<file path="src/rtl/uart_xcvr_pkg.sv">
// Shared types, legality limits and parity helper for the uart_xcvr serial engine.
// Parity hardware is present only when UART_PARITY_EN is defined.
package uart_xcvr_pkg;

    localparam int unsigned MinDataWidth  = 5;
    localparam int unsigned MaxDataWidth  = 9;
    localparam int unsigned MinOversample = 8;
    localparam int unsigned MaxOversample = 32;

`ifdef UART_PARITY_EN
    localparam bit ParityPresent = 1'b1;
`else
    localparam bit ParityPresent = 1'b0;
`endif

    typedef enum logic [2:0] {
        TX_IDLE, TX_START, TX_DATA, TX_PARITY, TX_STOP
    } tx_state_e;

    typedef enum logic [2:0] {
        RX_IDLE, RX_START, RX_DATA, RX_PARITY, RX_STOP, RX_BRKWAIT
    } rx_state_e;

    function automatic logic par(input logic [MaxDataWidth-1:0] data, input logic odd);
        return (^data) ^ odd;
    endfunction

endpackage

</file>
<file path="src/rtl/uart_xcvr_rx.sv">
// Receive path: 2-flop synchroniser, mid-bit sampling FSM with break detection,
// and a ready/valid hold register with overflow and error event pulses.
module uart_xcvr_rx
    import uart_xcvr_pkg::*;
#(
    parameter int unsigned DataWidth  = 8,
    parameter int unsigned Oversample = 16
) (
    input  logic                 clk_i,
    input  logic                 rst_ni,
    input  logic                 tick,
    input  logic                 parity_en,
    input  logic                 parity_odd,
    input  logic                 rx_i,
    input  logic                 rx_ready_i,
    output logic                 rx_valid_o,
    output logic [DataWidth-1:0] rx_data_o,
    output logic                 rx_frame_err_o,
    output logic                 rx_parity_err_o,
    output logic                 rx_break_o,
    output logic                 rx_overflow_o
);
    // state      | meaning
    // RX_IDLE    | waiting for a low line
    // RX_START   | half bit to the start-bit centre, rejects false starts
    // RX_DATA    | sampling data bits, LSB first
    // RX_PARITY  | sampling the parity bit
    // RX_STOP    | sampling the stop bit
    // RX_BRKWAIT | break seen, waiting for the line to return high
    localparam int unsigned CntW = $clog2(Oversample);
    localparam int unsigned BitW = $clog2(DataWidth);

    rx_state_e            state_q, state_d;
    logic [1:0]           sync_q;
    logic                 rx_s;
    logic [CntW-1:0]      cnt_q;
    logic [BitW-1:0]      bit_q;
    logic [DataWidth-1:0] shift_q;
    logic                 all_zero_q, par_bad_q;
    logic                 half_pt, bit_pt, last_bit, stop_pt, brk, frame_done, ovf;

    assign rx_s       = sync_q[1];
    assign half_pt    = tick && (cnt_q == CntW'(Oversample/2 - 1));
    assign bit_pt     = tick && (cnt_q == CntW'(Oversample - 1));
    assign last_bit   = (bit_q == BitW'(DataWidth - 1));
    assign stop_pt    = (state_q == RX_STOP) && bit_pt;
    assign brk        = stop_pt && !rx_s && all_zero_q;
    assign frame_done = stop_pt && !brk;
    assign ovf        = frame_done && rx_valid_o && !rx_ready_i;

    always_comb begin
        state_d = state_q;
        unique case (state_q)
            RX_IDLE:    if (!rx_s) state_d = RX_START;
            RX_START:   if (half_pt) state_d = rx_s ? RX_IDLE : RX_DATA;
            RX_DATA:    if (bit_pt && last_bit) state_d = parity_en ? RX_PARITY : RX_STOP;
            RX_PARITY:  if (bit_pt) state_d = RX_STOP;
            RX_STOP:    if (bit_pt) state_d = brk ? RX_BRKWAIT : RX_IDLE;
            RX_BRKWAIT: if (rx_s) state_d = RX_IDLE;
            default:    state_d = RX_IDLE;
        endcase
    end

    always_ff @(posedge clk_i or negedge rst_ni) begin
        if (!rst_ni) begin
            state_q         <= RX_IDLE;
            sync_q          <= 2'b11;
            cnt_q           <= '0;
            bit_q           <= '0;
            shift_q         <= '0;
            all_zero_q      <= 1'b0;
            par_bad_q       <= 1'b0;
            rx_valid_o      <= 1'b0;
            rx_data_o       <= '0;
            rx_frame_err_o  <= 1'b0;
            rx_parity_err_o <= 1'b0;
            rx_break_o      <= 1'b0;
            rx_overflow_o   <= 1'b0;
        end else begin
            state_q <= state_d;
            sync_q  <= {sync_q[0], rx_i};
            if (state_q == RX_IDLE) begin
                cnt_q <= '0;
            end else if (tick) begin
                if (state_q == RX_START && half_pt) begin
                    // re-phase the counter so later samples land mid-bit
                    cnt_q      <= '0;
                    bit_q      <= '0;
                    all_zero_q <= 1'b1;
                    par_bad_q  <= 1'b0;
                end else begin
                    cnt_q <= cnt_q + CntW'(1);
                end
                if (bit_pt && state_q == RX_DATA) begin
                    shift_q    <= {rx_s, shift_q[DataWidth-1:1]};
                    all_zero_q <= all_zero_q & ~rx_s;
                    bit_q      <= last_bit ? '0 : bit_q + BitW'(1);
                end
                if (bit_pt && state_q == RX_PARITY) begin
                    par_bad_q  <= rx_s ^ par(MaxDataWidth'(shift_q), parity_odd);
                    all_zero_q <= all_zero_q & ~rx_s;
                end
            end

            rx_frame_err_o  <= stop_pt && !rx_s;
            rx_break_o      <= brk;
            rx_overflow_o   <= ovf;
            rx_parity_err_o <= frame_done && par_bad_q && ParityPresent;
            if (frame_done && !ovf) begin
                rx_data_o  <= shift_q;
                rx_valid_o <= 1'b1;
            end else if (rx_valid_o && rx_ready_i) begin
                rx_valid_o <= 1'b0;
            end
        end
    end

endmodule

</file>
<file path="src/rtl/uart_xcvr.sv">
// Parametrised UART transceiver: NCO baud generator, transmit FSM, and receive path.
// Define UART_PARITY_EN to include parity generation and checking.
module uart_xcvr
    import uart_xcvr_pkg::*;
#(
    parameter int unsigned DataWidth  = 8,
    parameter int unsigned Oversample = 16,
    parameter int unsigned NcoWidth   = 16
) (
    input  logic                 clk_i,
    input  logic                 rst_ni,
    input  logic [NcoWidth-1:0]  nco_i,
    input  logic                 stop2_i,
    input  logic                 parity_en_i,
    input  logic                 parity_odd_i,
    input  logic                 tx_valid_i,
    input  logic [DataWidth-1:0] tx_data_i,
    output logic                 tx_ready_o,
    output logic                 tx_o,
    output logic                 tx_busy_o,
    input  logic                 rx_i,
    input  logic                 rx_ready_i,
    output logic                 rx_valid_o,
    output logic [DataWidth-1:0] rx_data_o,
    output logic                 rx_frame_err_o,
    output logic                 rx_parity_err_o,
    output logic                 rx_break_o,
    output logic                 rx_overflow_o
);
    // state     | meaning
    // TX_IDLE   | line high, ready for a character
    // TX_START  | start bit (low)
    // TX_DATA   | data bits, LSB first
    // TX_PARITY | parity bit
    // TX_STOP   | one or two stop bits (high)
    localparam int unsigned CntW = $clog2(Oversample);
    localparam int unsigned BitW = $clog2(DataWidth);

    if (DataWidth < MinDataWidth || DataWidth > MaxDataWidth) begin : g_bad_data_width
        $error("uart_xcvr: DataWidth must be in 5..9");
    end
    if (Oversample < MinOversample || Oversample > MaxOversample ||
        (Oversample & (Oversample - 1)) != 0) begin : g_bad_oversample
        $error("uart_xcvr: Oversample must be a power of two in 8..32");
    end

    logic [NcoWidth-1:0]  acc_q;
    logic [NcoWidth:0]    acc_sum;
    logic                 tick;

    assign acc_sum = {1'b0, acc_q} + {1'b0, nco_i};
    assign tick    = acc_sum[NcoWidth];

    tx_state_e            tx_state_q, tx_state_d;
    logic [CntW-1:0]      tx_cnt_q;
    logic [BitW-1:0]      tx_bit_q;
    logic [DataWidth-1:0] tx_shift_q;
    logic                 tx_stop2_q, tx_par_en_q, tx_par_q;
    logic                 tx_bit_end, tx_accept;

    assign tx_bit_end = tick && (tx_cnt_q == CntW'(Oversample - 1));
    assign tx_accept  = tx_valid_i && tx_ready_o;
    assign tx_ready_o = (tx_state_q == TX_IDLE);
    assign tx_busy_o  = (tx_state_q != TX_IDLE);

    always_comb begin
        tx_state_d = tx_state_q;
        tx_o       = 1'b1;
        unique case (tx_state_q)
            TX_IDLE:   if (tx_valid_i) tx_state_d = TX_START;
            TX_START: begin
                tx_o = 1'b0;
                if (tx_bit_end) tx_state_d = TX_DATA;
            end
            TX_DATA: begin
                tx_o = tx_shift_q[0];
                if (tx_bit_end && tx_bit_q == BitW'(DataWidth - 1))
                    tx_state_d = tx_par_en_q ? TX_PARITY : TX_STOP;
            end
            TX_PARITY: begin
                tx_o = tx_par_q;
                if (tx_bit_end) tx_state_d = TX_STOP;
            end
            TX_STOP:   if (tx_bit_end && !(tx_stop2_q && tx_bit_q == '0)) tx_state_d = TX_IDLE;
            default:   tx_state_d = TX_IDLE;
        endcase
    end

    always_ff @(posedge clk_i or negedge rst_ni) begin
        if (!rst_ni) begin
            acc_q       <= '0;
            tx_state_q  <= TX_IDLE;
            tx_cnt_q    <= '0;
            tx_bit_q    <= '0;
            tx_shift_q  <= '0;
            tx_stop2_q  <= 1'b0;
            tx_par_en_q <= 1'b0;
            tx_par_q    <= 1'b0;
        end else begin
            acc_q      <= acc_sum[NcoWidth-1:0];
            tx_state_q <= tx_state_d;
            if (tx_accept) begin
                tx_shift_q  <= tx_data_i;
                tx_cnt_q    <= '0;
                tx_bit_q    <= '0;
                tx_stop2_q  <= stop2_i;
                tx_par_en_q <= parity_en_i & ParityPresent;
                tx_par_q    <= par(MaxDataWidth'(tx_data_i), parity_odd_i);
            end else if (tick && tx_state_q != TX_IDLE) begin
                // counter wraps at Oversample, so no explicit clear between bits
                tx_cnt_q <= tx_cnt_q + CntW'(1);
                if (tx_bit_end && tx_state_q == TX_DATA) begin
                    tx_shift_q <= tx_shift_q >> 1;
                    tx_bit_q   <= (tx_bit_q == BitW'(DataWidth - 1)) ? '0 : tx_bit_q + BitW'(1);
                end else if (tx_bit_end && tx_state_q == TX_STOP) begin
                    tx_bit_q <= tx_bit_q + BitW'(1);
                end
            end
        end
    end

    uart_xcvr_rx #(
        .DataWidth (DataWidth),
        .Oversample(Oversample)
    ) u_rx (
        .clk_i          (clk_i),
        .rst_ni         (rst_ni),
        .tick           (tick),
        .parity_en      (parity_en_i & ParityPresent),
        .parity_odd     (parity_odd_i),
        .rx_i           (rx_i),
        .rx_ready_i     (rx_ready_i),
        .rx_valid_o     (rx_valid_o),
        .rx_data_o      (rx_data_o),
        .rx_frame_err_o (rx_frame_err_o),
        .rx_parity_err_o(rx_parity_err_o),
        .rx_break_o     (rx_break_o),
        .rx_overflow_o  (rx_overflow_o)
    );

endmodule
</file>
<file path="config.mk">
export PLATFORM = sky130hd
export DESIGN_NAME = uart_xcvr
export DESIGN_NICKNAME = d
export VERILOG_FILES = /design/src/rtl/uart_xcvr_pkg.sv /design/src/rtl/uart_xcvr_rx.sv /design/src/rtl/uart_xcvr.sv
export SDC_FILE = /design/constraint.sdc
export NUM_CORES = 1
export LEC_CHECK = 0
export BUFFER_PORTS_ARGS = -buffer_cell sky130_fd_sc_hd__buf_2
export CAP_MARGIN = 20
export CELL_PAD_IN_SITES_DETAIL_PLACEMENT = 1
export CELL_PAD_IN_SITES_GLOBAL_PLACEMENT = 2
export CORE_MARGIN = 3
export CORE_UTILIZATION = 25
export DETAILED_ROUTE_END_ITERATION = 10
export GPL_TIMING_DRIVEN = 0
export PLACE_DENSITY_LB_ADDON = 0.1
export REMOVE_ABC_BUFFERS = 1
export SETUP_SLACK_MARGIN = 0.1
export SYNTH_ARGS = -nofsm -noshare
export SYNTH_HDL_FRONTEND = slang
export SYNTH_SLANG_ARGS = --single-unit
</file>
<file path="constraint.sdc">
create_clock -name clk_i -period 2.8 [get_ports clk_i]
set_input_delay 0.56 -clock clk_i [delete_from_list [all_inputs] [get_ports clk_i]]
set_output_delay 0.56 -clock clk_i [all_outputs]
set_load 0.005 [all_outputs]
</file>
==> results by group <==
Status
  – Status: complete, no violations

Placed design
  – GPL Wtd Cong: 0.7013
  – Area post-placement: 4208 µm²
  – IO Port Bufs: 45
  – Hpwl dp: 6343 µm

Critical path
  – Worst-path fanout max: 8
  – CP max stage delay: 400 ps
  – CP max-delay cell: fa_2
  – Crit end category: flop
  – Critical setup path kind: flop to flop
  – Cell Chain, Critical Path: ha_1 -> fa_2 -> a211oi_4 -> o21ai_2 -> and3_4 -> o2111ai_4 -> nand3b_4 -> mux2_2
  – Worst Path Required: 3030 ps
  – CP Data Arrival Time: 2780 ps
  – CP startpoint kind: flop

Timing
  – Setup violators final: 0
  – RSZ-0062 raised after global routing: false
  – Final Cycle Share: 0.9106
  – Highest clock rate: 392.2 MHz
  – Worst Tran Pin Value: 543.6 ps
  – Max Transition Viols Final: 0
  – Max_slew headroom: 0.6363
  – Max Clock Skew: 7.118 ps
  – Final Hold Slack: 185.7 ps
  – Final hold vios: 0
  – Final Critical Period: 2550 ps

Synth
  – Largest family of logic cells by synthesized area: compound AO/OA/AOI/OAI gates
  – Sequential share of the synthesized area: 0.4567
  – Flop and latch count out of synthesis: 69
  – Syn Area/Cell: 10.76 µm²
  – Synth async-reset ratio: 1.000
  – Multiplexer share of the synthesized area: 0.07568
  – Top-count cell post-synth: dfrtp_1
  – Top cell type's share of synthesized area: 0.4428
  – Post-Syn Area: 3786 µm²
  – Yosys top cell by area: dfrtp_1
  – Yosys warnings: 0
  – Top cells by area, synth: dfrtp_1, ha_1, xnor2_1, mux2_2, nand2_1
  – Mapped Cells: 352
  – Post-synth top flop: dfrtp_1
  – Synth Area in XOR/XNOR: 0.05321
  – Synth top cells by count: dfrtp_1, nand2_1, nor2_1
  – Post-synth EDFFs: 0
  – Post-synth cell types: 63
  – Synth Area in Compound Gates: 0.1781
  – Adder-cell share of the synthesized area: 0.08130
  – Simple-gate share of the synthesized area: 0.1282

Global route
  – Routing usage on met1: 0.1518
  – Gr busiest metal: met2
  – Vias in the first global route: 2928
  – Largest net degree at the start of global routing: 37
  – First-pass GRT wire length: 15210 µm
  – Global-route met2 utilization: 0.1860
  – GR Overflow Total: 0
  – Initial antenna violation count: 0
  – All-Layer GR Usage: 0.1169
  – GRT met3 Usage: 0.03627

Cells and area
  – Post-layout instance area: 4616 µm²
  – ANT cells: 0
  – Layout cells sized above 1: 0.2659
  – Post-synthesis to final-layout area growth: 21.91%
  – Net count, final: 461

CTS
  – Reg clk slew, reported paths: 60 ps
  – CTS max path bufs: 2
  – Clk sinks: 69
  – Clock Latency Late Sink: 340 ps
  – CTS root buffer: clkbuf_16
  – CTS hold repair buffers: 0
  – H-tree levels: 3
  – CTS tree: done
  – TritonCTS Buffers: 9

Power
  – Leakage: 2.087 nW
  – Seq pwr share: 0.333
  – NetSw: 1.698 mW
  – Pwr per Cell Area: 980.0 nW/µm²
  – Peak VDD IR: 0.3151 mV
  – Sw Share: 0.3755
  – Combinational Power Share: 0.410
  – Clk pwr share: 0.257
  – Internal power: 2.825 mW

Die
  – Die Area: 16660 µm²
  – Die X-Extent: 129.1 µm
  – Die H: 129.1 µm
  – Initial core utilization: 0.2576
  – Row cnt: 44
  – Total core area: 14700 µm²
  – I/O pins: 48

Drt
  – # DRC: 0
  – Total routed wirelength: 9029 µm
  – Post-DRT Antenna Nets: 0
  – Drt via density: 4.727
  – Via count: 2808
  – Routed length per instance: 15.20 µm
  – Starting DRC count in detailed routing: 84
  – Detailed-router iteration count before antenna repair: 4

Hold path
  – Hold crit path type: primary input to asynchronous set/reset pin

Run
  – Max cap viols: 0
## metal layers
metal  share of wire  vias to the layer above
met5               0                        -
met2            0.47                       33
met3           0.028                        7
li1                -                     1377
met4           0.013                        0
met1            0.49                     1391
## power by group through the flow
stage               sequential [mW]  clock, mW  combinational [mW]
global placement               1.52          0                1.73
CTS                            1.51       1.21                1.87
finish                         1.50       1.16                1.85
detailed placement             1.52          0                1.77
floorplan                      1.46          0                1.38
global route                   1.55       1.26                2.11
## area by class of cell
cell class / count / area, µm²
fillers: 1626 / 10080
inverters: 8 / 30.03
multi-input cells: 265 / 2017
well taps: 184 / 230.2
flip-flops and latches: 69 / 1729
clock inverters: 6 / 71.32
repair buffers: 52 / 309.0
clock buffers: 10 / 229.0
## per-stage QoR
stage / cells / TNS, ps / setup WS, ps / utilization / total power [mW]
after floorplan: 341 / 0 / 17.29 / - / 2.845
after detailed placement: 572 / -20070 / -554.8 / 0.2863 / 3.294
after global placement: 570 / -18830 / -508.8 / 0.2840 / 3.249
final: 594 / 0 / 250.3 / 0.3140 / 4.524
after CTS: 591 / 0 / 99.21 / 0.3121 / 4.594
after global routing: 594 / 0 / 102.9 / 0.3140 / 4.919
## sequential cells by signal, indices dropped and copies added (netlist names), 4 cells and up
name / cells
tx_cnt_q: 4
acc_q: 16
u_rx.rx_data_o: 8
u_rx.cnt_q: 4
u_rx.shift_q: 8
tx_shift_q: 8
## worst max-delay path: cells and delay by family, from the launching register on
| kind | cells | cell delay (ps) |
|---|---|---|
| mux | 1 | 350 |
| simple gates | 2 | 460 |
| flops | 1 | 360 |
| compound gates | 3 | 650 |
| fa+ha+maj | 2 | 620 |
## logic make-up after synthesis
group | after synthesis
AOI/OAI and AO/OA | 90
and+or+nand+nor | 101
muxes | 25
other | 1
DFF | 69
adders and majority gates | 24
buffers and inverters | 19
xor gates and xnor gates | 23
## timing repair
item,4_1_cts,5_1_grt
gates resized for setup,8,4
setup buffers,2,3
setup endpoints to repair,44,35
pin swaps,1,2
gates cloned,1,0
## worst paths after layout
check	startpoint	slack (ps)	endpoint	depth (start not counted)
max	acc_q[0]$_DFF_PN0_	250	u_rx.rx_data_o[7]$_DFFE_PN0P_	8
min reg2reg	u_rx.sync_q[0]$_DFF_PN1_	360	u_rx.sync_q[1]$_DFF_PN1_	0
max in group asynchronous	rst_ni	2050	tx_shift_q[7]$_DFFE_PN0P_	2
min in group clk_i	rx_i	320	u_rx.sync_q[0]$_DFF_PN1_	1
min	rst_ni	190	acc_q[7]$_DFF_PN0_	1
max reg2reg	acc_q[0]$_DFF_PN0_	250	u_rx.rx_data_o[7]$_DFFE_PN0P_	8
## placed cells by master, fill, tap and decap left out, types with 4 or more instances in the layout
| cell | Yosys | final |
|---|---|---|
| a21o_1 | 7 | 7 |
| clkbuf_16 | 0 | 9 |
| a221o_1 | 5 | 5 |
| xor2_1 | 5 | 5 |
| nand3_1 | 5 | 5 |
| o21ai_0 | 24 | 22 |
| mux2_2 | 13 | 13 |
| dfrtp_1 | 67 | 67 |
| nor2b_1 | 4 | 4 |
| nor2_1 | 25 | 25 |
| ha_1 | 23 | 23 |
| xnor2_1 | 18 | 18 |
| nor3_1 | 8 | 8 |
| inv_1 | 8 | 8 |
| buf_2 | 0 | 44 |
| nand2b_1 | 5 | 5 |
| buf_4 | 1 | 5 |
| mux2i_1 | 8 | 8 |
| nand2_1 | 36 | 36 |
| mux2_4 | 4 | 4 |
| a21oi_1 | 16 | 16 |
Note: power is estimated with default switching activity, not from simulation.
